[config.mk]
export PLATFORM = sky130hd
export DESIGN_NAME = rx_cmd_assembler
export DESIGN_NICKNAME = d
export VERILOG_FILES = /design/src/rtl/rx_cmd_pkg.sv /design/src/rtl/flex_counter.sv /design/src/rtl/rx_cmd_assembler.sv
export SDC_FILE = /design/constraint.sdc
export NUM_CORES = 1
export LEC_CHECK = 0
export BUFFER_PORTS_ARGS = -buffer_cell sky130_fd_sc_hd__buf_2
export CAP_MARGIN = 25
export CORE_MARGIN = 4
export CORE_UTILIZATION = 30
export CTS_BUF_LIST = sky130_fd_sc_hd__clkbuf_4 sky130_fd_sc_hd__clkbuf_8
export DETAILED_ROUTE_END_ITERATION = 8
export SYNTH_ARGS = -nofsm -noshare
export SYNTH_HDL_FRONTEND = slang
export SYNTH_SLANG_ARGS = --single-unit
export TNS_END_PERCENT = 50
[constraint.sdc]
create_clock -name clk -period 2.35 [get_ports clk]
set_input_delay 0.3525 -clock clk [delete_from_list [all_inputs] [get_ports clk]]
set_output_delay 0.3525 -clock clk [all_outputs]
set_load 0.01 [all_outputs]
[src/rtl/rx_cmd_pkg.sv]
// rtl/rx_cmd_pkg.sv - shared types and header field positions for the rx command assembler
package rx_cmd_pkg;

    typedef enum logic [1:0] {
        IDLE    = 2'd0,
        PAYLOAD = 2'd1,
        HOLD    = 2'd2,
        ERR     = 2'd3
    } rx_cmd_state_t;

    localparam int HDR_OP_MSB  = 7;
    localparam int HDR_OP_LSB  = 4;
    localparam int HDR_LEN_MSB = 3;
    localparam int HDR_LEN_LSB = 0;

endpackage

[src/rtl/flex_counter.sv]
// rtl/flex_counter.sv - clearable up-counter with a rollover strobe
// Ports:
//   clk, n_rst     clock, asynchronous active-low reset
//   clear          synchronous clear to 0 (wins over count_enable)
//   count_enable   advance the count this cycle
//   rollover_val   terminal count; the counter wraps to 0 after it
//   rollover_flag  high in the cycle whose increment lands on rollover_val
module flex_counter #(
    parameter int NUM_CNT_BITS = 4
) (
    input  logic                    clk,
    input  logic                    n_rst,
    input  logic                    clear,
    input  logic                    count_enable,
    input  logic [NUM_CNT_BITS-1:0] rollover_val,
    output logic                    rollover_flag
);

    logic [NUM_CNT_BITS-1:0] count;

    always_ff @(posedge clk or negedge n_rst) begin
        if (!n_rst) begin
            count <= '0;
        end else if (clear) begin
            count <= '0;
        end else if (count_enable) begin
            count <= (count == rollover_val) ? '0 : count + 1'b1;
        end
    end

    // Flags on the increment that reaches rollover_val, so a consumer can act on
    // the same edge the count gets there instead of one cycle later.
    assign rollover_flag = count_enable && !clear && ((count + 1'b1) == rollover_val);

endmodule

[src/rtl/rx_cmd_assembler.sv]
// rtl/rx_cmd_assembler.sv - pops rx_fifo bytes and assembles framed GPU commands
// Ports:
//   clk, n_rst      clock, asynchronous active-low reset
//   fifo_empty      rx_fifo empty flag
//   fifo_r_data     rx_fifo head byte (first-word fall-through)
//   fifo_r_enable   pop strobe; a byte is consumed on each rising edge it is high
//   cmd_valid       command outputs valid (held until cmd_ready)
//   cmd_ready       decoder accepts the command
//   cmd_opcode      header[7:4]
//   cmd_len         header[3:0], payload byte count
//   cmd_payload     byte i at [8*i +: 8]; bytes at or above cmd_len read 0
//   frame_err       one-cycle pulse when a frame is discarded
//   busy            state is not IDLE
module rx_cmd_assembler
    import rx_cmd_pkg::*;
#(
    parameter int MAX_PAYLOAD    = 8,
    parameter int TIMEOUT_CYCLES = 64
) (
    input  logic                     clk,
    input  logic                     n_rst,
    input  logic                     fifo_empty,
    input  logic [7:0]               fifo_r_data,
    output logic                     fifo_r_enable,
    output logic                     cmd_valid,
    input  logic                     cmd_ready,
    output logic [3:0]               cmd_opcode,
    output logic [3:0]               cmd_len,
    output logic [8*MAX_PAYLOAD-1:0] cmd_payload,
    output logic                     frame_err,
    output logic                     busy
);

    localparam int IDX_W = $clog2(MAX_PAYLOAD + 1);
    localparam int TMO_W = $clog2(TIMEOUT_CYCLES);
    localparam logic [TMO_W-1:0] TMO_ROLLOVER = TMO_W'(TIMEOUT_CYCLES - 1);
    localparam logic [3:0]       MAX_LEN      = 4'(MAX_PAYLOAD);

    rx_cmd_state_t            state, state_next;
    logic [IDX_W-1:0]         idx, idx_next;
    logic [3:0]               opcode, opcode_next;
    logic [3:0]               len, len_next;
    logic [8*MAX_PAYLOAD-1:0] payload, payload_next;

    logic       pop;
    logic       last_byte;
    logic       tmo_clear;
    logic       tmo_enable;
    logic       tmo_expired;
    logic [3:0] hdr_op;
    logic [3:0] hdr_len;

    assign hdr_op  = fifo_r_data[HDR_OP_MSB:HDR_OP_LSB];
    assign hdr_len = fifo_r_data[HDR_LEN_MSB:HDR_LEN_LSB];

    // Only IDLE and PAYLOAD consume bytes; HOLD leaves data in the FIFO so it
    // back-pressures the UART while the decoder is busy.
    assign pop = !fifo_empty && ((state == IDLE) || (state == PAYLOAD));

    // The byte being popped now is the final payload byte of the frame.
    assign last_byte = (32'(idx) + 32'd1) == 32'(len);

    // Stall timer: counts consecutive empty cycles inside a payload and restarts
    // on every pop or whenever the frame is not in its payload phase.
    assign tmo_enable = (state == PAYLOAD) && fifo_empty;
    assign tmo_clear  = pop || (state != PAYLOAD);

    flex_counter #(
        .NUM_CNT_BITS (TMO_W)
    ) u_timeout (
        .clk           (clk),
        .n_rst         (n_rst),
        .clear         (tmo_clear),
        .count_enable  (tmo_enable),
        .rollover_val  (TMO_ROLLOVER),
        .rollover_flag (tmo_expired)
    );

    always_ff @(posedge clk or negedge n_rst) begin
        if (!n_rst) begin
            state   <= IDLE;
            idx     <= '0;
            opcode  <= '0;
            len     <= '0;
            payload <= '0;
        end else begin
            state   <= state_next;
            idx     <= idx_next;
            opcode  <= opcode_next;
            len     <= len_next;
            payload <= payload_next;
        end
    end

    always_comb begin
        state_next   = state;
        idx_next     = idx;
        opcode_next  = opcode;
        len_next     = len;
        payload_next = payload;

        case (state)
            IDLE: begin
                if (pop) begin
                    opcode_next  = hdr_op;
                    len_next     = hdr_len;
                    payload_next = '0;
                    idx_next     = '0;
                    if (hdr_len == 4'd0) begin
                        state_next = HOLD;
                    end else if (hdr_len > MAX_LEN) begin
                        state_next = ERR;
                    end else begin
                        state_next = PAYLOAD;
                    end
                end
            end

            PAYLOAD: begin
                if (pop) begin
                    for (int i = 0; i < MAX_PAYLOAD; i++) begin
                        if (idx == IDX_W'(i)) begin
                            payload_next[8*i +: 8] = fifo_r_data;
                        end
                    end
                    idx_next = idx + 1'b1;
                    if (last_byte) begin
                        state_next = HOLD;
                    end
                end else if (tmo_expired) begin
                    state_next = ERR;
                end
            end

            HOLD: begin
                if (cmd_ready) begin
                    state_next = IDLE;
                end
            end

            ERR: begin
                payload_next = '0;
                state_next   = IDLE;
            end

            default: begin
                state_next = IDLE;
            end
        endcase
    end

    assign fifo_r_enable = pop;
    assign cmd_valid     = (state == HOLD);
    assign frame_err     = (state == ERR);
    assign busy          = (state != IDLE);
    assign cmd_opcode    = opcode;
    assign cmd_len       = len;
    assign cmd_payload   = payload;

endmodule
==> metrics, run 1 <==
fraction of registers with async set/reset 100%; Sw Ratio 39.8%; dpl ws 0.252 ns; setup slack, reg-to-reg 0.23 ns; htree depth 3; vias in the first global route 2,577; Worst EP required 2.00 ns; Core Area 0.0121 mm^2; I/O pin count 88; Die H 119 um; Critical Path Source Type flip-flop; top cells by area, synth dfrtp_1 (56%), mux2_2 (23%), a21oi_4 (3.5%); initial drt markers 86; Syn. warnings 0; via count 2,347; Clk Latency, worst-skew pair 0.37 ns; Detailed Routing Iterations Pass 1 4; Clock Tree Root clkbuf_8; Worst Setup End Kind output pin; final hold violations 0; cell depth of the worst hold path 2; initial antenna violation count 0; fin nets 377; R2R cell count 7; syn nets 288; ant diodes 0; Seq/Total Area, Yosys 56.4%; hold endpoint cmd_opcode[2]$_DFFE_PN0P_; Yosys top cell area share 56.4%; CP Class flip-flop to output pin; synth unique cells 34; Avg Cell Area, Syn 14.0 um^2; largest net degree at the start of global routing 52; initial core utilization 30.9%; leading area contributor after synthesis dfrtp_1; RSZ-0062 raised after global routing false; Final Wtd Congestion 0.792; Final Cycle Share 93.0%; drt total wl 8720 um; Final Worst Setup Slack 0.164 ns; clock buffer depth 2; Clk network pwr share 16.2%; post-route ant nets 0; final setup violation count 0; grt ovf 0; max-cap check violation count 0; Pwr Density 1320 mW/mm^2; Final Max Slew Viols 0; predominant post-synthesis flop cell dfrtp_1; cell count after synthesis 266; VDD IR max 0.000482 V; CTS tree built; Post-Syn Area 0.00372 mm^2; Slew headroom 61.0%; area grow syn2layout 21.6%; status finished clean; Worst Tran Pin Value 0.582 ns; Crit Path Max Fanout 7; Yosys reg bits 84; Vias/cell 4.45; number of cell rows 40; RR Startpoint idx[0]$_DFFE_PN0P_; setup TNS 0 ns; Lkg Pwr 2.32 nW; power share of the sequential group 34.4%; GRT Overall Usage 13.0%; first-pass GRT wire length 14,200 um; Num CTS Buffers 9; internal power 3.59 mW; Reg-to-Reg End state[1]$_DFFE_PN0P_; Layout Skew 0.00799 ns; CTS sink count 84; port bufs 87; post-DP HPWL 6440 um; die area 0.0143 mm^2; setup bufs post-CTS 0; Max Freq 457 MHz; EDFF count, synth 0; count leader, synth dfrtp_1; HP Start fifo_r_data[6]; WL/cell 16.5 um; die width 119 um; Clk pin slew, worst setup/hold paths 0.08 ns; Final min period 2.19 ns; sw power 2.38 mW; Remaining DRCs 0; min-delay worst type primary input to flip-flop; fraction of layout cells with a size suffix above 1 53.6%; most frequent cells after synthesis dfrtp_1 (84), mux2_2 (75), nand2_1 (11), ha_1 (10); Comb pwr share 49.4%; Worst EP arrival 1.83 ns
-- through the flow --
step | total power [mW] | cell area, um^2 | cells | hold slack, ns | util, %
detailed placement | 5.08 | 4340 | 511 | 0.339 | 36.0
floorplan | 4.19 | 3720 | 266 | 0.0569 | -
finish | 5.97 | 4530 | 528 | 0.232 | 37.6
global route | 6.40 | 4530 | 528 | 0.221 | 37.6
CTS | 6.08 | 4530 | 528 | 0.211 | 37.6
global placement | 5.03 | 4340 | 511 | 0.337 | 36.0
-- area by class of cell --
class | count | area [um^2]
fillers | 1205 | 7530
flip-flops and latches | 84 | 2100
multi-input cells | 160 | 1520
repair buffers | 91 | 483
well taps | 168 | 210
clock buffers | 10 | 138
clock inverters | 6 | 46.3
inverters | 9 | 33.8
-- layer usage --
metal	global-route usage, %	up-vias	routed length, um
li1	-	1096	-
met1	16.0	1181	3820
met2	20.7	58	4210
met3	5.37	12	542
met4	4.72	0	148
met5	0	-	0
-- critical path, cell delays in order (launching register included) --
cell,delay (ns)
dfrtp_1,0.42
inv_1,0.09
ha_1,0.29
nor2_1,0.08
or2_2,0.33
inv_1,0.11
buf_2,0.14
-- registers in the layout, summed over array words and instances, names as in the netlist --
| signal | flops |
|---|---|
| cmd_payload | 64 |
| u_timeout.count | 6 |
| cmd_len | 4 |
| cmd_opcode | 4 |
| idx | 4 |
| state | 2 |
-- how the worst max path moves through the flow --
stage	start	end	slack, ns
floorplan	idx[0]$_DFFE_PN0P_	state[0]$_DFFE_PN0P_	0.42
global placement	idx[0]$_DFFE_PN0P_	state[1]$_DFFE_PN0P_	0.32
detailed placement	idx[0]$_DFFE_PN0P_	state[0]$_DFFE_PN0P_	0.25
CTS	state[1]$_DFFE_PN0P_	fifo_r_enable	0.15
global route	state[1]$_DFFE_PN0P_	fifo_r_enable	0.02
finish	state[0]$_DFFE_PN0P_	fifo_r_enable	0.16
-- repair_timing --
action	4_1_cts	5_1_grt
hold buffers	1	0
resized for setup	0	0
hold endpoints to repair	33	0
-- cells in the final DEF, fill, tap and decap left out, types with 2 or more instances in the layout --
master       n
and2_1       8
a22o_1       2
ha_1        10
clkbuf_8    10
mux2_2      75
xnor2_1      7
nand3_1      4
nor2b_1      2
nor3_1       2
buf_4        3
o21ai_0      2
xor2_1       4
dfrtp_1     84
nand2b_1     2
inv_1        9
nand2_1     11
a21oi_4      8
clkinvlp_4   2
buf_2       86
inv_6        2
nor2_1       9
-- power by group through the flow --
stage	clock network (mW)	logic, mW	registers, mW
after detailed placement	0	3.00	2.08
after global placement	0	2.95	2.08
after global routing	1.07	3.23	2.10
after CTS	1.01	3.01	2.06
final	0.970	2.95	2.05
after floorplan	0	2.01	2.18
-- cells by family after synthesis --
| family | after synthesis | share of synthesized area [%] |
|---|---|---|
| fa+ha+maj | 10 | 3.36 |
| mux | 75 | 22.7 |
| xor+xnor | 11 | 2.59 |
| buf+inv | 22 | 2.82 |
| compound gates | 22 | 6.48 |
| simple gates | 42 | 5.64 |
| flops | 84 | 56.4 |
(Power assumes the default switching activity.)
==> run 2, diff against run 1 <==
--- a/config.mk
+++ b/config.mk
@@ -5,7 +5,7 @@
 export SDC_FILE = /design/constraint.sdc
 export NUM_CORES = 1
 export LEC_CHECK = 0
-export BUFFER_PORTS_ARGS = -buffer_cell sky130_fd_sc_hd__buf_2
+export BUFFER_PORTS_ARGS = -buffer_cell sky130_fd_sc_hd__buf_4
 export CAP_MARGIN = 25
 export CORE_MARGIN = 4
 export CORE_UTILIZATION = 30
==> run 2 against run 1 <==
Register-to-register slack better by 0.03 ns. Sequential share of layout area is 2.2 points lower. Worst setup slack worse by 0.046 ns. First-iteration DRC count fell by 12%. Maximum frequency fell by 2.1%. Utilization rose by 1.9 points. Critical path type unchanged. Clock power shrank 0.7%. Sequential cell count is the same. Power rose by 3.4%. Via count up 0.89%. Global-route usage is 0.13 points lower.
==> metrics, run 2 (synthesized netlist as in run 1, its figures left out) <==
setup slack, reg-to-reg 0.26 ns; Core Area 0.0121 mm^2; VDD IR max 0.000392 V; Remaining DRCs 0; ant diodes 0; Critical Path Source Type flip-flop; drt total wl 8840 um; Vias/cell 4.48; CP Class flip-flop to output pin; Clock Tree Root clkbuf_8; fillcell total 1,179; Worst EP arrival 1.88 ns; Num CTS Buffers 9; via count 2,368; vias in the first global route 2,549; min-delay worst type primary input to flip-flop; port bufs 87; sw power 2.39 mW; fraction of layout cells with a size suffix above 1 54.0%; internal power 3.78 mW; Layout Skew 0.00977 ns; Detailed Routing Iterations Pass 1 4; Final Max Slew Viols 0; Final Worst Setup Slack 0.117 ns; Crit Path Max Fanout 10; Sw Ratio 38.7%; clock buffer depth 2; Clk Latency, worst-skew pair 0.36 ns; HP Start fifo_r_data[7]; Worst Tran Pin Value 0.621 ns; commonest non-fill, non-tap cells in the layout buf_4 (90), dfrtp_1 (84), mux2_2 (75); max-cap check violation count 0; Worst Setup End Kind output pin; Clk network pwr share 15.6%; number of cell rows 40; initial drt markers 76; I/O pin count 88; GRT Overall Usage 12.9%; fin util 39.4%; grt ovf 0; dpl ws 0.288 ns; largest net degree at the start of global routing 49; die area 0.0143 mm^2; status finished clean; WL/cell 16.7 um; die width 119 um; Final Wtd Congestion 0.768; Largest register FFs 64; Die H 119 um; CTS sink count 84; Max Freq 448 MHz; Slew headroom 58.6%; final setup violation count 0; RSZ-0062 raised after global routing false; CTS tree built; Worst EP required 2.00 ns; fin nets 378; setup TNS 0 ns; area grow syn2layout 27.7%; power share of the sequential group 33.7%; commonest non-fill, non-tap cell in the layout buf_4; htree depth 3; Min Hold Slack 0.241 ns; Final min period 2.23 ns; cell depth of the worst hold path 2; post-DP HPWL 6610 um; first-pass GRT wire length 14,200 um; hold endpoint cmd_opcode[3]$_DFFE_PN0P_; Clk pin slew, worst setup/hold paths 0.08 ns; R2R cell count 7; RR Startpoint idx[0]$_DFFE_PN0P_; initial antenna violation count 0; final hold violations 0; post-route ant nets 0; Final Cycle Share 95.0%; Pwr Density 1300 mW/mm^2; Reg-to-Reg End state[1]$_DFFE_PN0P_; Lkg Pwr 2.34 nW; Comb pwr share 50.6%; initial core utilization 30.9%
==> run 2: critical path: stages, from the launching register on <==
cell	delay, ns
dfrtp_1	0.43
inv_1	0.13
ha_4	0.17
buf_6	0.15
nor2_1	0.07
or2_2	0.34
inv_1	0.11
buf_4	0.13
==> run 2: metal layers <==
layer | global-route usage [%] | vias to the layer above | share of wire (%)
li1 | - | 1106 | -
met1 | 17.0 | 1192 | 46
met2 | 20.3 | 57 | 48
met3 | 3.09 | 13 | 4.4
met4 | 5.58 | 0 | 1.9
met5 | 0 | - | 0
==> run 2: what timing repair did <==
action,4_1_cts,5_1_grt
hold buffers,1,0
buffers inserted,0,0
endpoints found under the setup margin,1,1
endpoints found under the hold margin,2,0
resized for setup,1,2
==> run 2: worst max-delay path by stage <==
stage | startpoint | end | slack (ns) | depth (start not counted)
final | state[1]$_DFFE_PN0P_ | fifo_r_enable | 0.12 | 7
after detailed placement | idx[0]$_DFFE_PN0P_ | state[1]$_DFFE_PN0P_ | 0.29 | 7
after floorplan | idx[0]$_DFFE_PN0P_ | state[0]$_DFFE_PN0P_ | 0.42 | 7
after CTS | state[1]$_DFFE_PN0P_ | fifo_r_enable | 0.03 | 7
after global placement | idx[0]$_DFFE_PN0P_ | state[1]$_DFFE_PN0P_ | 0.32 | 7
after global routing | state[1]$_DFFE_PN0P_ | fifo_r_enable | 0.04 | 7
==> run 2: power by group through the flow <==
stage | registers [mW] | clock network (mW) | logic (mW)
after floorplan | 2.18 | 0 | 2.01
after global placement | 2.11 | 0 | 3.10
after detailed placement | 2.11 | 0 | 3.16
after CTS | 2.09 | 1.01 | 3.17
after global routing | 2.13 | 1.06 | 3.39
final | 2.08 | 0.963 | 3.13
==> run 2: per-stage QoR <==
step | area (um^2) | power (mW) | cells
floorplan | 3720 | 4.19 | 266
global placement | 4550 | 5.21 | 512
detailed placement | 4550 | 5.27 | 512
CTS | 4740 | 6.26 | 529
global route | 4760 | 6.57 | 529
finish | 4760 | 6.17 | 529
==> run 2: cell type report <==
type                       instances  area (um^2)  share of cell area [%]
multi-input combinational        160         1530                    32.2
clock inverter                     6         45.0                   0.947
sequential                        84         2100                    44.2
tap                              168          210                    4.42
inverter                           9         33.8                   0.710
timing repair buffer              92          697                    14.7
clock buffer                      10          138                    2.89
==> run 3, diff against run 2 <==
--- a/config.mk
+++ b/config.mk
@@ -8,9 +8,10 @@
 export BUFFER_PORTS_ARGS = -buffer_cell sky130_fd_sc_hd__buf_4
 export CAP_MARGIN = 25
 export CORE_MARGIN = 4
-export CORE_UTILIZATION = 30
+export CORE_UTILIZATION = 55
 export CTS_BUF_LIST = sky130_fd_sc_hd__clkbuf_4 sky130_fd_sc_hd__clkbuf_8
 export DETAILED_ROUTE_END_ITERATION = 8
+export PLACE_DENSITY = 0.81
 export SYNTH_ARGS = -nofsm -noshare
 export SYNTH_HDL_FRONTEND = slang
 export SYNTH_SLANG_ARGS = --single-unit
==> run 3 against run 2 <==
Register-to-register slack got worse by 0.04 ns. Clock-buffer cell count stayed put. Maximum frequency grew 0.55%. Sequential cell count unchanged. Final cell count fell by 17%. Via count down 0.59%. Global-route usage is 8.0 points higher. Utilization is 33 points higher. First-iteration DRC count up 47%. Largest cell class unchanged. Largest power group unchanged.
==> metrics, run 3 (synthesized netlist as in run 1, its figures left out) <==
status finished clean; VDD IR max 0.000737 V; Largest register FFs 64; Die H 90.3 um; fin nets 377; final setup violation count 0; Min Hold Slack 0.255 ns; drt total wl 8130 um; max-cap check violation count 0; Crit path largest cell delay 0.44 ns; Max Freq 450 MHz; CTS sink count 84; Remaining DRCs 0; die width 90.3 um; flip-flop and latch area 0.00210 mm^2; Vias/cell 5.39; ant diodes 0; first-pass GRT wire length 13,400 um; Clock Tree Root clkbuf_8; setup TNS 0 ns; initial core utilization 57.7%; initial antenna violation count 0; Final Cycle Share 94.5%; multi-input combinational cell area 0.00152 mm^2; CP Class flip-flop to output pin; RSZ-0062 raised after global routing false; GRT Overall Usage 20.9%; Final Worst Setup Slack 0.130 ns; Layout Skew 0.0151 ns; Lkg Pwr 2.38 nW; Worst Setup End Kind output pin; port bufs 87; vias in the first global route 2,559; Num CTS Buffers 9; fin cells 437; Pwr Density 1370 mW/mm^2; Slew headroom 63.0%; I/O pin count 88; placed cell count 420; Pwr Total 6.46 mW; clock buffer depth 2; final hold violations 0; post-route ant nets 0; CTS tree built; fillcell total 449; critical path's slowest cell dfrtp_1; post-DP HPWL 5810 um; Final min period 2.22 ns; Worst EP arrival 1.87 ns; commonest non-fill, non-tap cells in the layout buf_4 (89), dfrtp_1 (84), mux2_2 (75); Clk Latency, worst-skew pair 0.35 ns; die area 0.00815 mm^2; min-delay worst type primary input to flip-flop; Clk pin slew, worst setup/hold paths 0.09 ns; Critical Path Source Type flip-flop; number of cell rows 29; setup bufs post-CTS 0; htree depth 3; Final Wtd Congestion 0.812; Worst EP required 2.00 ns; area grow syn2layout 26.3%; via count 2,354; crit path cell chain inv_1, ha_2, nor2_1, or2_2, inv_1, buf_4; initial drt markers 112; commonest non-fill, non-tap cell in the layout buf_4; Detailed Routing Iterations Pass 1 4; CP delay by family, top simple AND/OR/NAND/NOR gates; Core Area 0.00646 mm^2; dpl ws 0.214 ns; grt ovf 0; Worst Tran Pin Value 0.553 ns; WL/cell 18.6 um; largest net degree at the start of global routing 39; Crit Path Max Fanout 10; Final Max Slew Viols 0; CP bufs+invs 3; Worst path most repeated cell inv_1; fraction of layout cells with a size suffix above 1 53.9%
==> run 3: where the power goes <==
group,internal [mW],switching (mW)
logic,1.53,1.56
registers,1.82,0.259
clock network,0.747,0.550
total,4.09,2.36
==> run 3: final timing paths <==
path / from / endpoint / slack, ns / depth (start not counted)
hold reg to reg: cmd_payload[57]$_DFFE_PN0P_ / cmd_payload[57]$_DFFE_PN0P_ / 0.51 / 1
hold / removal: fifo_r_data[6] / cmd_opcode[2]$_DFFE_PN0P_ / 0.26 / 2
max in group asynchronous: n_rst / cmd_payload[57]$_DFFE_PN0P_ / 1.26 / 3
setup / recovery: state[1]$_DFFE_PN0P_ / fifo_r_enable / 0.13 / 6
min in group asynchronous: n_rst / u_timeout.count[4]$_DFFE_PN0P_ / 0.51 / 2
setup reg to reg: idx[0]$_DFFE_PN0P_ / state[1]$_DFFE_PN0P_ / 0.22 / 7
==> run 3: repair_timing <==
item / CTS / global route
hold buffers: 1 / 0
resized for setup: 0 / 1
endpoints found under the hold margin: 36 / 0
endpoints found under the setup margin: 0 / 1
==> run 3: metrics by stage <==
stage,instance area (um^2),util [%]
3_3_place_gp,4440,68.7
2_1_floorplan,3720,-
4_1_cts,4700,72.8
5_1_grt,4710,72.9
3_5_place_dp,4440,68.7
6_report,4710,72.9
==> run 3: area by class of cell <==
| class | instances | share of cell area [%] |
|---|---|---|
| tap | 77 | 2.05 |
| clock inverter | 6 | 2.50 |
| timing repair buffer | 91 | 14.8 |
| inverter | 9 | 0.718 |
| multi-input combinational | 160 | 32.3 |
| clock buffer | 10 | 2.92 |
| sequential | 84 | 44.7 |
==> run 3: per-layer routing <==
layer	track usage [%]	vias up	part of all wire (%)
li1	-	1093	-
met1	27.3	1185	44
met2	32.0	64	47
met3	7.58	12	6.5
met4	8.04	0	2.3
met5	0	-	0
